$ cat src/rtl/test_stop_sequencer_pkg.sv
// Shared test-harness definitions: sequencer state encoding and default sizing.
package test_stop_sequencer_pkg;

   localparam int unsigned DefaultNumStages     = 4;
   localparam int unsigned DefaultTimeoutCycles = 1024;

   typedef enum logic [2:0] {
      StIdle    = 3'd0,
      StRun     = 3'd1,
      StAdvance = 3'd2,
      StDone    = 3'd3,
      StHalt    = 3'd4
   } seq_state_e;

   // Width of a counter able to hold 0..limit-1, never less than one bit.
   function automatic int unsigned cnt_width(input int unsigned limit);
      return (limit > 1) ? $clog2(limit) : 1;
   endfunction

endpackage

$ cat src/rtl/stage_watchdog.sv
// Per-stage cycle timer: counts enabled cycles since the last clear and flags the final
// allowed cycle of a stage.
module stage_watchdog
   import test_stop_sequencer_pkg::*;
#(
   parameter int unsigned TIMEOUT_CYCLES = DefaultTimeoutCycles
) (
   input  logic clock,
   input  logic reset,
   input  logic clear,
   input  logic enable,
   output logic expired
);

   localparam int unsigned CntW = cnt_width(TIMEOUT_CYCLES);
   localparam logic [CntW-1:0] Limit = CntW'(TIMEOUT_CYCLES - 1);

   logic [CntW-1:0] count_q, count_d;

   // Next count: clear wins; hold at the limit so the counter can never wrap.
   always_comb begin
      count_d = count_q;
      if (clear) begin
         count_d = '0;
      end else if (enable && (count_q != Limit)) begin
         count_d = count_q + CntW'(1);
      end
   end

   // Count register.
   always_ff @(posedge clock or posedge reset) begin
      if (reset) begin
         count_q <= '0;
      end else begin
         count_q <= count_d;
      end
   end

   assign expired = enable && (count_q == Limit);

endmodule

$ cat config.mk
export PLATFORM = sky130hd
export DESIGN_NAME = stage_watchdog
export DESIGN_NICKNAME = d
export VERILOG_FILES = /design/src/rtl/test_stop_sequencer_pkg.sv /design/src/rtl/stage_watchdog.sv
export SDC_FILE = /design/constraint.sdc
export NUM_CORES = 1
export LEC_CHECK = 0
export ABC_CLOCK_PERIOD_IN_PS = 2220
export CAP_MARGIN = 30
export CORE_AREA = 2 2 39 41
export DETAILED_ROUTE_END_ITERATION = 12
export DIE_AREA = 0 0 41 43
export GPL_ROUTABILITY_DRIVEN = 0
export PLACE_DENSITY_LB_ADDON = 0.08
export SLEW_MARGIN = 25
export SYNTH_ARGS = -nofsm -noshare
export SYNTH_HDL_FRONTEND = slang
export SYNTH_SLANG_ARGS = --single-unit
$ cat constraint.sdc
create_clock -name clock -period 2.22 [get_ports clock]
set_clock_uncertainty 0.05 [all_clocks]
set_input_delay 0.666 -clock clock [delete_from_list [all_inputs] [get_ports clock]]
set_output_delay 0.666 -clock clock [all_outputs]
set_load 0.02 [all_outputs]
-- Yosys cells after proc, flatten, opt, wreduce, memory -nomap -nowiden
Index checks and enable logic that the tools add are counted.
- reduce and logical (&&, ||, !) cells: 3
- equal/unequal tests: 2
- $add $sub $neg: 1
- multiplexer cells: 2
- operator list (kind ; count):
    $mux W10 ; 2
    $add A10 B1 Y10 const B ; 1
    $eq A10 B10 Y1 const B ; 1
    $ne A10 B10 Y1 const B ; 1
    $logic_and A1 B1 Y1 ; 2
    $reduce_bool A2 Y1 ; 1
- output and inout port bits: 1
- register bits: 10
- logic and storage cells: 9
- input bits: 4

-- Depth between registers and ports, before layout
- depth in word-level cells: 4
- depth in mapped cells: 5
- depth with buffers taken out: 5

-- Least setup slack after synthesis
No wires, ideal clock.
- path type: register -> output
- from: register count_q[2]
- to: output port expired
- required time: 1504 ps
- path buffers: 1
- path slack: 389 ps
- arrival time: 1115 ps
- stages on the path, launching flop included: 5
- cells stage by stage: dfrtp_1 -> and4_1 -> buf_6 -> and4_4 -> and2_2
- longest elaborated chain between the ends: 2
- RTL lines (what ; line ; RTL):
    start: declaration ; stage_watchdog.sv:18 ; logic [CntW-1:0] count_q, count_d;
    start signal: assignment ; stage_watchdog.sv:35 ; count_q <= count_d;
    $eq A10 B10 Y1 ; stage_watchdog.sv:39 ; assign expired = enable && (count_q == Limit);
    $logic_and A1 B1 Y1 ; stage_watchdog.sv:39 ;
    end: declaration ; stage_watchdog.sv:12 ; output logic expired
Every way passes these cells.

-- Worst setup path after layout
- from: input port enable
- to: output port expired
- longest elaborated chain between the ends: 1
- RTL lines (what ; line ; RTL):
    start: declaration ; stage_watchdog.sv:11 ; input logic enable,
    $logic_and A1 B1 Y1 ; stage_watchdog.sv:39 ;
Every way passes these cells.

==> metrics.yaml <==
worst_setup_path:
  crit_path_end_kind: "output pin"
  cp.required_ns: 1.50
  worst_setup_path_start_kind: "input port"
  critPathMaxFanout: 2
  crit_slowest_cell: "clkdlybuf4s50_1"
  cp.arrival_ns: 1.43
  max_stage_delay_ns: 0.48
  worstPathCellList: "clkdlybuf4s50_1, and2_2, buf_2"
  critPathKind: "in -> out"
run:
  cap_violations: 0
sta:
  setup_violations: 0
  post-route-period-util: 0.968
  hold_viol_final: 0
  rsz0062_at_grt: "false"
  maxSlewHeadroom: 0.721
  setup-tns-final_ns: 0
  period_minus_slack_ns: 2.15
  drv_slew: 0
  tightest_slew_ns: 0.418
  fmax_mhz: 465
routing:
  drcViolationCount: 0
  wl_per_cell_um: 12.9
  antenna_left: 0
  vias: 514
  drt_iter0_markers: 10
  wl_um: 1200
  viasPerCell: 5.53
  dr.pass1.iters: 4
placed_design:
  placed_area_um2: 703
  portBuffers: 4
  hpwl_um: 883
clock_tree:
  clk_latency_ns: 0.27
  cts_root_buf: "clkbuf_4"
  htree_levels: 1
  cts_tree: "yes"
  clk_transition_reported_paths_ns: 0.07
  cts_setup_buffers: 0
  clock_sinks: 10
  cts_buffer_depth: 2
  numCtsBuffers: 3
  ctsHoldBuffers: 0
  post_cts_resized: 4
yosys:
  ys_top_cells_by_area: "dfrtp_1 (44%), xnor2_1 (4.7%), a31oi_1 (4.4%)"
  yosysWarnings: 0
  synth-seq-area-share: 0.443
  synth_fp_nets: 64
  syn_inst: 59
  synthDistinctLibCells: 28
  syn_avg_cell_area_um2: 9.56
  yosysTopAreaCell: "dfrtp_1"
  ys_ff_latch: 10
  syn_area_um2: 564
  synth_top_area_frac: 0.443
global_routing:
  globalRouteOverflowTotal: 0
  grt_max_degree: 11
  grt_pass1_wl_um: 1980
  grt_use_total: 0.175
  antenna_found_initial: 0
  grt_pass1_vias: 480
cells_and_area:
  largest_reg_flops: 10
  fin_nets: 83
  drive_gt1_frac: 0.286
  post-route-util: 0.531
  stdcell_area_um2: 734
  largest_register: "count_q"
  top_regs: "count_q (10)"
  num_antenna_cells: 0
  area_growth_pct: 30.2
floorplanning:
  dieArea_mm2: 0.00176
  die_w_um: 41
  io_pins: 5
  num_rows: 14
  start_util: 0.408
  die_h_um: 43
  core_mm2: 0.00138
pwr:
  total_power_w: 0.000391
  leakage_nw: 0.354
  vdd_drop_max_uv: 319
  pwr_density_cell_mw_per_mm2: 532
hold_path:
  min-delay-path-class: "reg -> reg"
status:
  status: "finished, final reports clean"
==> metrics by stage <==
| stage | setup WS [ns] | std cells | hold WS [ns] |
|---|---|---|---|
| after detailed placement | -0.376 | 89 | 0.496 |
| after global routing | 0.0493 | 93 | 0.548 |
| after global placement | -0.382 | 89 | 0.490 |
| after floorplan | 0.389 | 59 | 0.426 |
| after CTS | 0.0651 | 93 | 0.510 |
| final | 0.0714 | 93 | 0.498 |
==> final cells by class <==
class | count | area, um^2
Timing Repair Buffer | 17 | 133
Multi-Input combinational cell | 44 | 288
Fill cell | 127 | 649
Tap cell | 16 | 20.0
Clock buffer | 4 | 36.3
Sequential cell | 10 | 250
Inverter | 2 | 7.51
==> synthesized netlist by cell type <==
master	count
and4_4	1
a311oi_1	1
a41oi_1	1
nand3_1	2
clkbuf_1	2
dfrtp_1	10
and3_1	2
nand2_1	3
and2_2	1
nor4bb_1	1
a211oi_1	1
nand4_1	2
o21ai_0	2
buf_6	1
and2_1	1
nand2b_1	1
a21oi_1	2
xnor2_1	3
nor2_1	6
and3_2	2
nor3_1	1
a31oi_1	4
inv_1	2
o21a_1	1
and4_1	1
or3_1	2
ha_1	1
mux2i_1	2
==> metal layers <==
| layer | track usage | vias up | wire [um] |
|---|---|---|---|
| li1 | - | 251 | - |
| met1 | 0.233 | 248 | 570 |
| met2 | 0.234 | 11 | 557 |
| met3 | 0.0314 | 4 | 40 |
| met4 | 0.140 | 0 | 34 |
| met5 | 0 | - | 0 |
==> cells by family (layout without fill, tap and decap cells) <==
logic type                 count (synthesis)  in the layout  synth area share
and+or+nand+nor                           26             26             0.268
AOI/OAI and AO/OA                         12             12             0.137
DFF                                       10             10             0.443
buffers and inverters                      5             23            0.0466
xor gates and xnor gates                   3              3            0.0466
muxes                                      2              2            0.0355
adders and majority gates                  1              1            0.0222
==> critical path, delay by kind of cell <==
kind	cells	cell delay, ns
buffers and inverters	2	0.63
and+or+nand+nor	1	0.13
==> power by group <==
part | total (W) | switching [W] | internal (W)
sequential | 0.000188 | 0.00000237 | 0.000186
clock | 0.000171 | 0.0000710 | 0.0000997
combinational | 0.0000319 | 0.0000161 | 0.0000158
==> path summary, 6_finish.rpt <==
path	start	endpoint	slack, ns	depth (start not counted)
max	enable	expired	0.07	3
min	count_q[1]	count_q[1]	0.50	2
max reg2reg	count_q[5]	count_q[1]	0.67	5
min reg2reg	count_q[1]	count_q[1]	0.50	2
max in group asynchronous	reset	count_q[8]	1.22	2
min in group asynchronous	reset	count_q[0]	0.61	2
==> cells in the final DEF, fill, tap and decap left out <==
cell type / instances
and2_2: 1
clkbuf_4: 3
clkdlybuf4s50_1: 3
and3_2: 2
a311oi_1: 1
and4_4: 1
clkbuf_8: 1
xnor2_1: 3
dfrtp_1: 10
nor2_1: 6
a21oi_1: 2
a41oi_1: 1
ha_1: 1
nor4bb_1: 1
buf_4: 13
nand3_1: 2
nand2_1: 3
mux2i_1: 2
and3_1: 2
and4_1: 1
a211oi_1: 1
a31oi_1: 4
nand4_1: 2
buf_2: 1
nor3_1: 1
or3_1: 2
o21a_1: 1
nand2b_1: 1
inv_1: 2
and2_1: 1
o21ai_0: 2
Power figures use the tool's default switching activity.
